===== src/rtl/iomem_sample_fifo_if.sv =====
// PicoSoC iomem bus bundle used by iomem_sample_fifo.
// The master drives the request and the slave returns ready/rdata.
interface iomem_sample_fifo_if;
    logic        valid;
    logic        ready;
    logic [3:0]  wstrb;
    logic [31:0] addr;
    logic [31:0] wdata;
    logic [31:0] rdata;

    modport master (output valid, wstrb, addr, wdata, input ready, rdata);
    modport slave  (input valid, wstrb, addr, wdata, output ready, rdata);
endinterface


===== src/rtl/iomem_sample_fifo.sv =====
// iomem_sample_fifo: CPU-written stereo PCM sample FIFO for i2s_tx.
// Firmware pushes {right,left} words over iomem. Each falling edge of the
// codec DACLRC, after synchronisation, pops one pair into left_chan/right_chan.
// Register map (iomem_addr[3:2]): 0 DATA, 1 STATUS, 2 THRESH, 3 CTRL.
// Optional macro SAMPLE_FIFO_HOLD_LAST_EN: when defined, an underrun keeps
// the last popped pair on the outputs. When undefined, an underrun mutes them.
module iomem_sample_fifo #(
    parameter int         BITSIZE    = 16,
    parameter int         DEPTH_LOG2 = 6,
    parameter logic [7:0] ADDR_PAGE  = 8'h05
) (
    input  logic                clk,
    input  logic                resetn,
    iomem_sample_fifo_if.slave  bus,
    input  logic                lrclk,
    output logic [BITSIZE-1:0]  left_chan,
    output logic [BITSIZE-1:0]  right_chan,
    output logic                irq
);
    localparam int PW    = DEPTH_LOG2 + 1;
    localparam int DEPTH = 1 << DEPTH_LOG2;
    localparam logic [PW-1:0] PTR_ZERO = {PW{1'b0}};
    localparam logic [PW-1:0] PTR_ONE  = {{(PW-1){1'b0}}, 1'b1};

    logic [2*BITSIZE-1:0] mem_r [DEPTH];
    logic [PW-1:0]        wptr_r, rptr_r, thresh_r;
    logic                 en_r, undr_r, ovf_r;
    logic                 lr_sync1_r, lr_sync2_r, lr_prev_r;

    logic [PW-1:0]        level_s;
    logic                 full_s, empty_s, hit_s, wr_s;
    logic [1:0]           sel_s;
    logic                 push_req_s, push_ok_s, pop_s, frame_s;
    logic                 undr_evt_s, ovf_evt_s, flush_s;
    logic                 clr_undr_s, clr_ovf_s;
    logic [31:0]          rd_data_s;
    logic                 unused_addr_s;

    // Pack occupancy and sticky flags into the STATUS register layout.
    function automatic logic [31:0] status_word(input logic [PW-1:0] lvl,
                                                input logic f, input logic e,
                                                input logic u, input logic o);
        logic [31:0] w;
        w = 32'h0000_0000;
        w[PW-1:0] = lvl;
        w[16] = f;
        w[17] = e;
        w[18] = u;
        w[19] = o;
        return w;
    endfunction

    assign unused_addr_s = ^{bus.addr[23:4], bus.addr[1:0]};

    // Decode bus requests, FIFO occupancy and push/pop/flush events.
    always_comb begin
        level_s    = wptr_r - rptr_r;
        empty_s    = (wptr_r == rptr_r);
        full_s     = (wptr_r[PW-1] != rptr_r[PW-1]) &&
                     (wptr_r[PW-2:0] == rptr_r[PW-2:0]);
        hit_s      = bus.valid & ~bus.ready & (bus.addr[31:24] == ADDR_PAGE);
        sel_s      = bus.addr[3:2];
        wr_s       = hit_s & (bus.wstrb != 4'h0);
        push_req_s = hit_s & (sel_s == 2'd0) & (bus.wstrb == 4'hF);
        flush_s    = wr_s & (sel_s == 2'd3) & bus.wstrb[0] & bus.wdata[1];
        clr_undr_s = wr_s & (sel_s == 2'd1) & bus.wstrb[2] & bus.wdata[18];
        clr_ovf_s  = wr_s & (sel_s == 2'd1) & bus.wstrb[2] & bus.wdata[19];
        // Frame event: synchronised lrclk fell while playback is enabled.
        frame_s    = lr_prev_r & ~lr_sync2_r & en_r;
        // Pop sees the pre-cycle state; a flush overrides both directions.
        pop_s      = frame_s & ~empty_s & ~flush_s;
        undr_evt_s = frame_s & empty_s & ~flush_s;
        // Full is judged after this cycle's pop, so a pop frees a slot.
        push_ok_s  = push_req_s & ~flush_s & (~full_s | pop_s);
        ovf_evt_s  = push_req_s & ~flush_s & full_s & ~pop_s;
        rd_data_s  = 32'h0000_0000;
        case (sel_s)
            2'd0:    rd_data_s = 32'h0000_0000;
            2'd1:    rd_data_s = status_word(level_s, full_s, empty_s, undr_r, ovf_r);
            2'd2:    rd_data_s[PW-1:0] = thresh_r;
            2'd3:    rd_data_s = {31'h0000_0000, en_r};
            default: rd_data_s = 32'h0000_0000;
        endcase
    end

    // Sample storage; contents are don't-care once the pointers are reset.
    always_ff @(posedge clk) begin
        if (push_ok_s) begin
            mem_r[wptr_r[DEPTH_LOG2-1:0]] <= {bus.wdata[16+BITSIZE-1:16],
                                              bus.wdata[BITSIZE-1:0]};
        end
    end

    // Bus ack, lrclk synchroniser, pointers, registers, outputs and irq.
    always_ff @(posedge clk or negedge resetn) begin
        if (!resetn) begin
            bus.ready  <= 1'b0;
            bus.rdata  <= 32'h0000_0000;
            lr_sync1_r <= 1'b0;
            lr_sync2_r <= 1'b0;
            lr_prev_r  <= 1'b0;
            wptr_r     <= PTR_ZERO;
            rptr_r     <= PTR_ZERO;
            thresh_r   <= PTR_ZERO;
            en_r       <= 1'b0;
            undr_r     <= 1'b0;
            ovf_r      <= 1'b0;
            left_chan  <= {BITSIZE{1'b0}};
            right_chan <= {BITSIZE{1'b0}};
            irq        <= 1'b0;
        end else begin
            bus.ready  <= hit_s;
            bus.rdata  <= hit_s ? rd_data_s : 32'h0000_0000;
            lr_sync1_r <= lrclk;
            lr_sync2_r <= lr_sync1_r;
            lr_prev_r  <= lr_sync2_r;
            if (flush_s) begin
                wptr_r <= PTR_ZERO;
                rptr_r <= PTR_ZERO;
            end else begin
                if (push_ok_s) wptr_r <= wptr_r + PTR_ONE;
                if (pop_s)     rptr_r <= rptr_r + PTR_ONE;
            end
            if (pop_s) begin
                {right_chan, left_chan} <= mem_r[rptr_r[DEPTH_LOG2-1:0]];
            end else if (undr_evt_s) begin
`ifdef SAMPLE_FIFO_HOLD_LAST_EN
                left_chan  <= left_chan;
                right_chan <= right_chan;
`else
                left_chan  <= {BITSIZE{1'b0}};
                right_chan <= {BITSIZE{1'b0}};
`endif
            end
            // A new event wins over a clear issued in the same cycle.
            if (undr_evt_s)      undr_r <= 1'b1;
            else if (clr_undr_s) undr_r <= 1'b0;
            if (ovf_evt_s)       ovf_r  <= 1'b1;
            else if (clr_ovf_s)  ovf_r  <= 1'b0;
            if (wr_s && (sel_s == 2'd2) && bus.wstrb[0]) thresh_r <= bus.wdata[PW-1:0];
            if (wr_s && (sel_s == 2'd3) && bus.wstrb[0]) en_r     <= bus.wdata[0];
            irq <= en_r & (level_s <= thresh_r);
        end
    end
endmodule


===== src/flat_wrapper.sv =====
// flat-port wrapper written by rule: the top's interface ports become plain ports
module iomem_sample_fifo_flat 
#(
    parameter int         BITSIZE    = 16,
    parameter int         DEPTH_LOG2 = 6,
    parameter logic [7:0] ADDR_PAGE  = 8'h05
)
  (clk, resetn, lrclk, left_chan, right_chan, irq, bus_valid, bus_wstrb, bus_addr, bus_wdata, bus_ready, bus_rdata);
  iomem_sample_fifo_if bus_i ();
  input  logic clk;
  input  logic resetn;
  input  logic lrclk;
  output logic [BITSIZE-1:0] left_chan;
  output logic [BITSIZE-1:0] right_chan;
  output logic irq;
  input wire logic [$bits(bus_i.valid)-1:0] bus_valid;
  input wire logic [$bits(bus_i.wstrb)-1:0] bus_wstrb;
  input wire logic [$bits(bus_i.addr)-1:0] bus_addr;
  input wire logic [$bits(bus_i.wdata)-1:0] bus_wdata;
  output wire logic [$bits(bus_i.ready)-1:0] bus_ready;
  output wire logic [$bits(bus_i.rdata)-1:0] bus_rdata;
  assign bus_i.valid = bus_valid;
  assign bus_i.wstrb = bus_wstrb;
  assign bus_i.addr = bus_addr;
  assign bus_i.wdata = bus_wdata;
  assign bus_ready = bus_i.ready;
  assign bus_rdata = bus_i.rdata;
  iomem_sample_fifo #(.BITSIZE(BITSIZE), .DEPTH_LOG2(DEPTH_LOG2), .ADDR_PAGE(ADDR_PAGE)) u_core (.clk(clk), .resetn(resetn), .bus(bus_i), .lrclk(lrclk), .left_chan(left_chan), .right_chan(right_chan), .irq(irq));
endmodule

===== config.mk =====
export PLATFORM = sky130hd
export DESIGN_NAME = iomem_sample_fifo_flat
export DESIGN_NICKNAME = d
export VERILOG_FILES = /design/src/rtl/iomem_sample_fifo_if.sv /design/src/rtl/iomem_sample_fifo.sv /design/src/flat_wrapper.sv
export SDC_FILE = /design/constraint.sdc
export NUM_CORES = 2
export LEC_CHECK = 0
export CORE_MARGIN = 5
export CORE_UTILIZATION = 67
export CTS_CLUSTER_DIAMETER = 50
export DETAILED_ROUTE_END_ITERATION = 10
export PLACE_DENSITY = 0.85
export SLEW_MARGIN = 20
export SYNTH_ARGS = -nofsm -noshare
export SYNTH_HDL_FRONTEND = slang
export SYNTH_SLANG_ARGS = --single-unit

===== constraint.sdc =====
create_clock -name clk -period 8 [get_ports clk]
set_input_delay 1.2 -clock clk [delete_from_list [all_inputs] [get_ports clk]]
set_output_delay 1.2 -clock clk [all_outputs]
set_load 0.1 [all_outputs]

### Word level (Yosys, flattened, before mapping)

Memories as Yosys holds them, arrays and structs flattened.
Index checks and enable logic that the tools add are counted.

* bits of input ports: 72
* memory bits (writable): 2048
* word-level logic and storage cells: 85
* memories kept: 1
* bits in latches: 0
* memory bits (read-only): 0
* flip-flop bits (word level): 93
* output and inout port bits: 66

Memory list
* u_core.mem_r: words 64, width 32, read ports 1, clocked after Yosys merged registers in 0, write ports 1, line iomem_sample_fifo.sv:25 `logic [2*BITSIZE-1:0] mem_r [DEPTH];`

* shift-type cells: 0
* add/subtract/negate cells: 3
* $lt $le $gt $ge: 1
* muxes and demuxes: 16
* $mul: 0
* reductions and logical operators: 12
* bitwise logic cells: 30
* divide/modulo/power cells: 0
* equal/unequal tests: 8

Operators with widths (number)
* 16-bit two-way mux: 3
* 7-bit two-way mux: 4
* 7-bit case mux with 4 select lines: 1
* 1-bit bitwise AND: 23
* 20-bit two-way mux: 1
* 7-bit by 1-bit adder with 7-bit output (second input constant): 2
* 13-bit two-way mux: 1
* 2-bit nonzero test: 5
* 8-bit by 3-bit equality test with 1-bit output (second input constant): 1
* 7-bit equality test: 1
* 7-bit less-or-equal comparator: 1
* 7-bit subtractor: 1
* 6-bit equality test: 1
* 1-bit two-way mux: 6
* 1-bit NOT: 6
* 1-bit logical AND: 5
* 2-bit equality test (second input constant): 2
* 4-bit equality test (second input constant): 1
* 4-bit nonzero test: 1
* 2-bit by 1-bit equality test with 1-bit output (second input constant): 1
* 2-bit logical NOT: 1
* 1-bit != test: 1
* 1-bit OR: 1

### Logic depth before layout (Yosys ltp)

* depth in word-level cells: 13
* depth in mapped cells: 17
* depth with buffers taken out: 15

### Worst setup path before layout

Ideal clock, no wire load.

* kind: in2reg
* from: in bus_addr[29]
* to: mem u_core.mem_r[59][0] in the netlist's numbering, enable pin
* cell stages on the path: 8
* setup time: 0.421 ns
* arrival time: 4.008 ns
* path slack: 3.570 ns
* data required time: 7.579 ns
* path buffers: 1
* cells stage by stage: nor4_4 -> nand4b_4 -> clkinv_4 -> and3_4 -> o21ai_2 -> or4_1 -> clkbuf_1 -> nor2_1

* longest elaborated chain between the ends: 12
* elaborated cells on any way between the ends: 15
* those cells by class: eq/ne: 1; mux: 2; bitwise: 12

RTL lines
* start, declared: line flat_wrapper.sv:18 `input wire logic [$bits(bus_i.addr)-1:0] bus_addr;`
* 8-bit by 3-bit equality test with 1-bit output *: line iomem_sample_fifo.sv:61 `hit_s = bus.valid & ~bus.ready & (bus.addr[31:24] == ADDR_PAGE);`
* 1-bit bitwise AND *: line iomem_sample_fifo.sv:61
* via u_core.hit_s: line iomem_sample_fifo.sv:31 `logic full_s, empty_s, hit_s, wr_s;`
* 1-bit bitwise AND: line iomem_sample_fifo.sv:63 `wr_s = hit_s & (bus.wstrb != 4'h0);`
* 1-bit bitwise AND (3 in series): line iomem_sample_fifo.sv:65 `flush_s = wr_s & (sel_s == 2'd3) & bus.wstrb[0] & bus.wdata[1];`
* 1-bit NOT: line iomem_sample_fifo.sv:71, iomem_sample_fifo.sv:74
* 1-bit bitwise AND: line iomem_sample_fifo.sv:71 `pop_s = frame_s & ~empty_s & ~flush_s;`
* 1-bit OR: line iomem_sample_fifo.sv:74 `push_ok_s = push_req_s & ~flush_s & (~full_s | pop_s);`
* 1-bit bitwise AND *: line iomem_sample_fifo.sv:74
* 1-bit two-way mux *: line iomem_sample_fifo.sv:88 `if (push_ok_s) begin`
* 1-bit two-way mux (implied by the code) *: line iomem_sample_fifo.sv:89 `mem_r[wptr_r[DEPTH_LOG2-1:0]] <= {bus.wdata[16+BITSIZE-1:16],`
* end, declared: line iomem_sample_fifo.sv:25

Mark *: on every way through the listed nets, which the timed path passes. The rest lies on a longest branch.

### Worst setup path after layout

* from: reg u_core.rptr_r[1]
* to: mem u_core.mem_r[36][16] in the netlist's numbering, enable pin

* longest elaborated chain between the ends: 8
* elaborated cells on any way between the ends: 11
* those cells by class: eq/ne: 2; mux: 2; bitwise: 6; reduce/logical: 1

RTL lines
* start, declared: line iomem_sample_fifo.sv:26 `logic [PW-1:0] wptr_r, rptr_r, thresh_r;`
* start signal, assigned: line iomem_sample_fifo.sv:122 `if (pop_s) rptr_r <= rptr_r + PTR_ONE;`
* 7-bit equality test: line iomem_sample_fifo.sv:58 `empty_s = (wptr_r == rptr_r);`
* 1-bit NOT: line iomem_sample_fifo.sv:71
* 1-bit bitwise AND (2 in series): line iomem_sample_fifo.sv:71
* 1-bit OR *: line iomem_sample_fifo.sv:74
* 1-bit bitwise AND *: line iomem_sample_fifo.sv:74
* 1-bit two-way mux *: line iomem_sample_fifo.sv:88
* 1-bit two-way mux (implied by the code) *: line iomem_sample_fifo.sv:89

Every way passes the cells marked *; elsewhere a longest branch is shown, timed or not.

==> reports/qor.yml <==
status: "finished, final reports clean"
holdWs_ps: 236
fin_cells: 5943
cts_buffers: 198
endpoint_kind: "flip-flop"
fp.dieH_um: 360
synth.avg_cell_area_um2: 20.9
routed_wl_um: 235000
fmax_ghz: 0.173
insertion_delay_ps: 830
drc: 0
firstDrtPassIters: 6
groute.usage.overall_pct: 36.4
cts_root_buffer: "clkbuf_16"
power_density_nw_per_um2: 251
place_inst: 5566
synth_warnings: 0
register_area_um2: 63300
coreArea_um2: 122000
cts_buffer_depth: 3
grt_pass1_wl_um: 332000
post_cts_buffers: 0
fin_util_pct: 75.5
ios: 138
netlist_instances: 3921
cts.sinks: 2120
switching_share_pct: 22.0
maxSlewViolCount: 0
slowest_delay_ps: 980
async_flop_share_pct: 3.40
initial_utilization_pct: 67.4
setup_viol: 0
post-route-cell-area_um2: 91900
relSlewSlack_pct: 17.7
port-buffer-count: 94
synth_top_flop_cell: "edfxtp_1"
drt_first_iter_violations: 8664
htree_levels: 4
antenna_found_initial: 13
vias: 45100
fin_crit_sh_pct: 72.2
worstPathMaxFanout: 52
final-hold-violation-count: 0
cpMostUsedCell: "nand2_1"
detail_route.wl_per_cell_um: 39.5
cts_resized: 0
fin_crit_ps: 5770
crit_chain: "inv_4 -> ha_1 -> nand2_1 -> nor3_1 -> nand2_1 -> o21ai_2 -> nor2_1 -> nand3_1 -> nor2_4 -> buf_4"
dieArea_um2: 130000
ys_ff_latch: 2120
via_per_inst: 7.58
first_global_vias: 45600
fin_skew_ps: 31.0
nets: 4231
synth_edf_count: 2048
pre_cts_slack_ps: 2560
cp.arrival_ps: 6250
worstSetupStartpointType: "flip-flop"
place_area_um2: 85400
cts_tree: "done"
multi_input_area_um2: 18000
cp_top_family: "simple AND/OR/NAND/NOR gates"
ys_seq_area_share_pct: 77.1
area_growth_syn_to_layout_pct: 12.0
internal_power_mw: 18.0
p_leak_nw: 30.0
path_buf_inv: 2
synth.distinct_cells: 63
critical_path_class: "flip-flop to flip-flop"
layout-drive-gt1-share_pct: 24.7
rsz0062_at_grt: "false"
dieWidth_um: 360
core.rowCount: 128
setup_tns_ps: 0
fin_ws_ps: 2230
p_clk_share_pct: 41.3
hpwl_um: 116000
grt_max_degree: 129
tightest_slew_ps: 1220
pwr-share-comb_pct: 5.8
syn-cell-area_um2: 82100
cp_slowest_cell: "dfrtp_4"
hold_buffers: 0
overflow: 0
hold_path.class: "input port to asynchronous set/reset pin"
clk_pin_slew_worst_paths_ps: 70
p_total_mw: 23.1
nFillCells: 5879
sequentialPowerShare_pct: 52.9
cap_violations: 0
peakVddDrop_mv: 0.262
p_sw_mw: 5.07
required_ps: 8470
gp_congestion: 0.886
ant_nets: 0
kinds of logic after synthesis:
group,Yosys count,synth area share (%)
compound gates,322,2.62
xor+xnor,12,0.128
other cells,1,0.00457
mux,651,15.3
buf+inv,254,1.62
flops,2120,77.1
fa+ha+maj,16,0.253
simple gates,545,2.92
sequential cells by signal, summed over array words and instances, names as in the netlist, 7 cells and up:
name,count
u_core.bus.rdata,11
u_core.left_chan,16
u_core.mem_r,2048
u_core.right_chan,16
u_core.rptr_r,7
u_core.thresh_r,7
u_core.wptr_r,7
cell type report:
class	count	share of cell area, %
flip-flops and latches	2120	68.9
diodes	9	0.0245
clock inverters	103	1.17
multi-input cells	1567	19.6
inverters	19	0.0939
clock buffers	263	5.89
repair buffers	237	2.09
well taps	1625	2.21
per-layer routing:
layer  vias to the layer above  GRT usage, %  part of all wire, %
met5                         -             0                0.030
met4                        10          22.3                  8.1
li1                      16600             -                    -
met1                     22600          46.4                   30
met2                      4734          55.8                   47
met3                      1091          11.7                   15
worst register-to-register path: cells and delay by family, from the launching register on:
kind                     cells  cell delay [ps]
AND/OR/NAND/NOR              6             2700
flip-flops                   1              980
AO/OA/AOI/OAI                1              270
adder cells (fa/ha/maj)      1              480
buffers and inverters        2              960
cells in the mapped netlist (all sizes together), types with 2 or more instances:
master	instances	area share, %
ha	15	0.23
a21oi	52	0.32
or4	2	0.023
nor4	2	0.034
mux2	33	0.45
a211o	2	0.021
mux4	482	13
nand4	5	0.038
o221ai	23	0.25
a311oi	10	0.11
and3	40	0.31
and2	3	0.023
edfxtp	2048	75
nand4b	2	0.040
o21ai	75	0.46
o2111ai	3	0.032
xnor2	9	0.096
o22ai	22	0.17
o211ai	8	0.073
clkinv	2	0.015
nor3	21	0.13
dfrtp	72	2.2
a211oi	15	0.14
nor2	107	0.51
nand3	46	0.28
o21a	7	0.064
a32o	3	0.037
or3	6	0.046
inv	17	0.078
nand3b	4	0.037
a31oi	37	0.28
nand2	297	1.4
buf	148	1.1
clkbuf	87	0.40
a21o	2	0.018
o2bb2ai	2	0.021
a22o	5	0.053
a221oi	35	0.37
a22oi	8	0.073
mux2i	136	1.7
a32oi	11	0.12
nor2b	4	0.030
or3b	2	0.021
xor2	3	0.032
final timing paths:
| check | start | end | slack [ps] | cells after the start |
|---|---|---|---|---|
| setup / recovery | u_core.rptr_r[1] | u_core.mem_r[36][16] | 2230 | 10 |
| hold / removal | resetn | u_core.lr_prev_r | 240 | 1 |
| setup reg to reg | u_core.rptr_r[1] | u_core.mem_r[36][16] | 2230 | 10 |
| hold reg to reg | u_core.lr_sync1_r | u_core.lr_sync2_r | 360 | 0 |
| max in group asynchronous | resetn | u_core.rptr_r[2] | 6400 | 2 |
| min in group clk | u_core.lr_sync1_r | u_core.lr_sync2_r | 360 | 0 |
placed cells by master, fill, tap and decap left out, drive strengths merged, types with 22 or more instances in the layout:
master / Yosys / layout
edfxtp: 2048 / 2048
mux4: 482 / 482
nand2: 297 / 297
clkbuf: 87 / 264
buf: 148 / 175
mux2i: 136 / 136
nor2: 107 / 107
clkinv: 2 / 76
o21ai: 75 / 75
dfrtp: 72 / 72
clkdlybuf4s50: 0 / 61
a21oi: 52 / 52
nand3: 46 / 46
and3: 40 / 40
a31oi: 37 / 37
a221oi: 35 / 35
mux2: 33 / 33
o221ai: 23 / 23
o22ai: 22 / 22
power by group through the flow:
stage	Combinational (mW)	Sequential (mW)	Clock [mW]
floorplan	0.734	12.4	0
global placement	1.21	12.4	0
detailed placement	1.25	12.4	0
CTS	1.30	12.2	9.53
global route	1.37	12.2	10.1
finish	1.34	12.2	9.53
(Power assumes the default switching activity.)
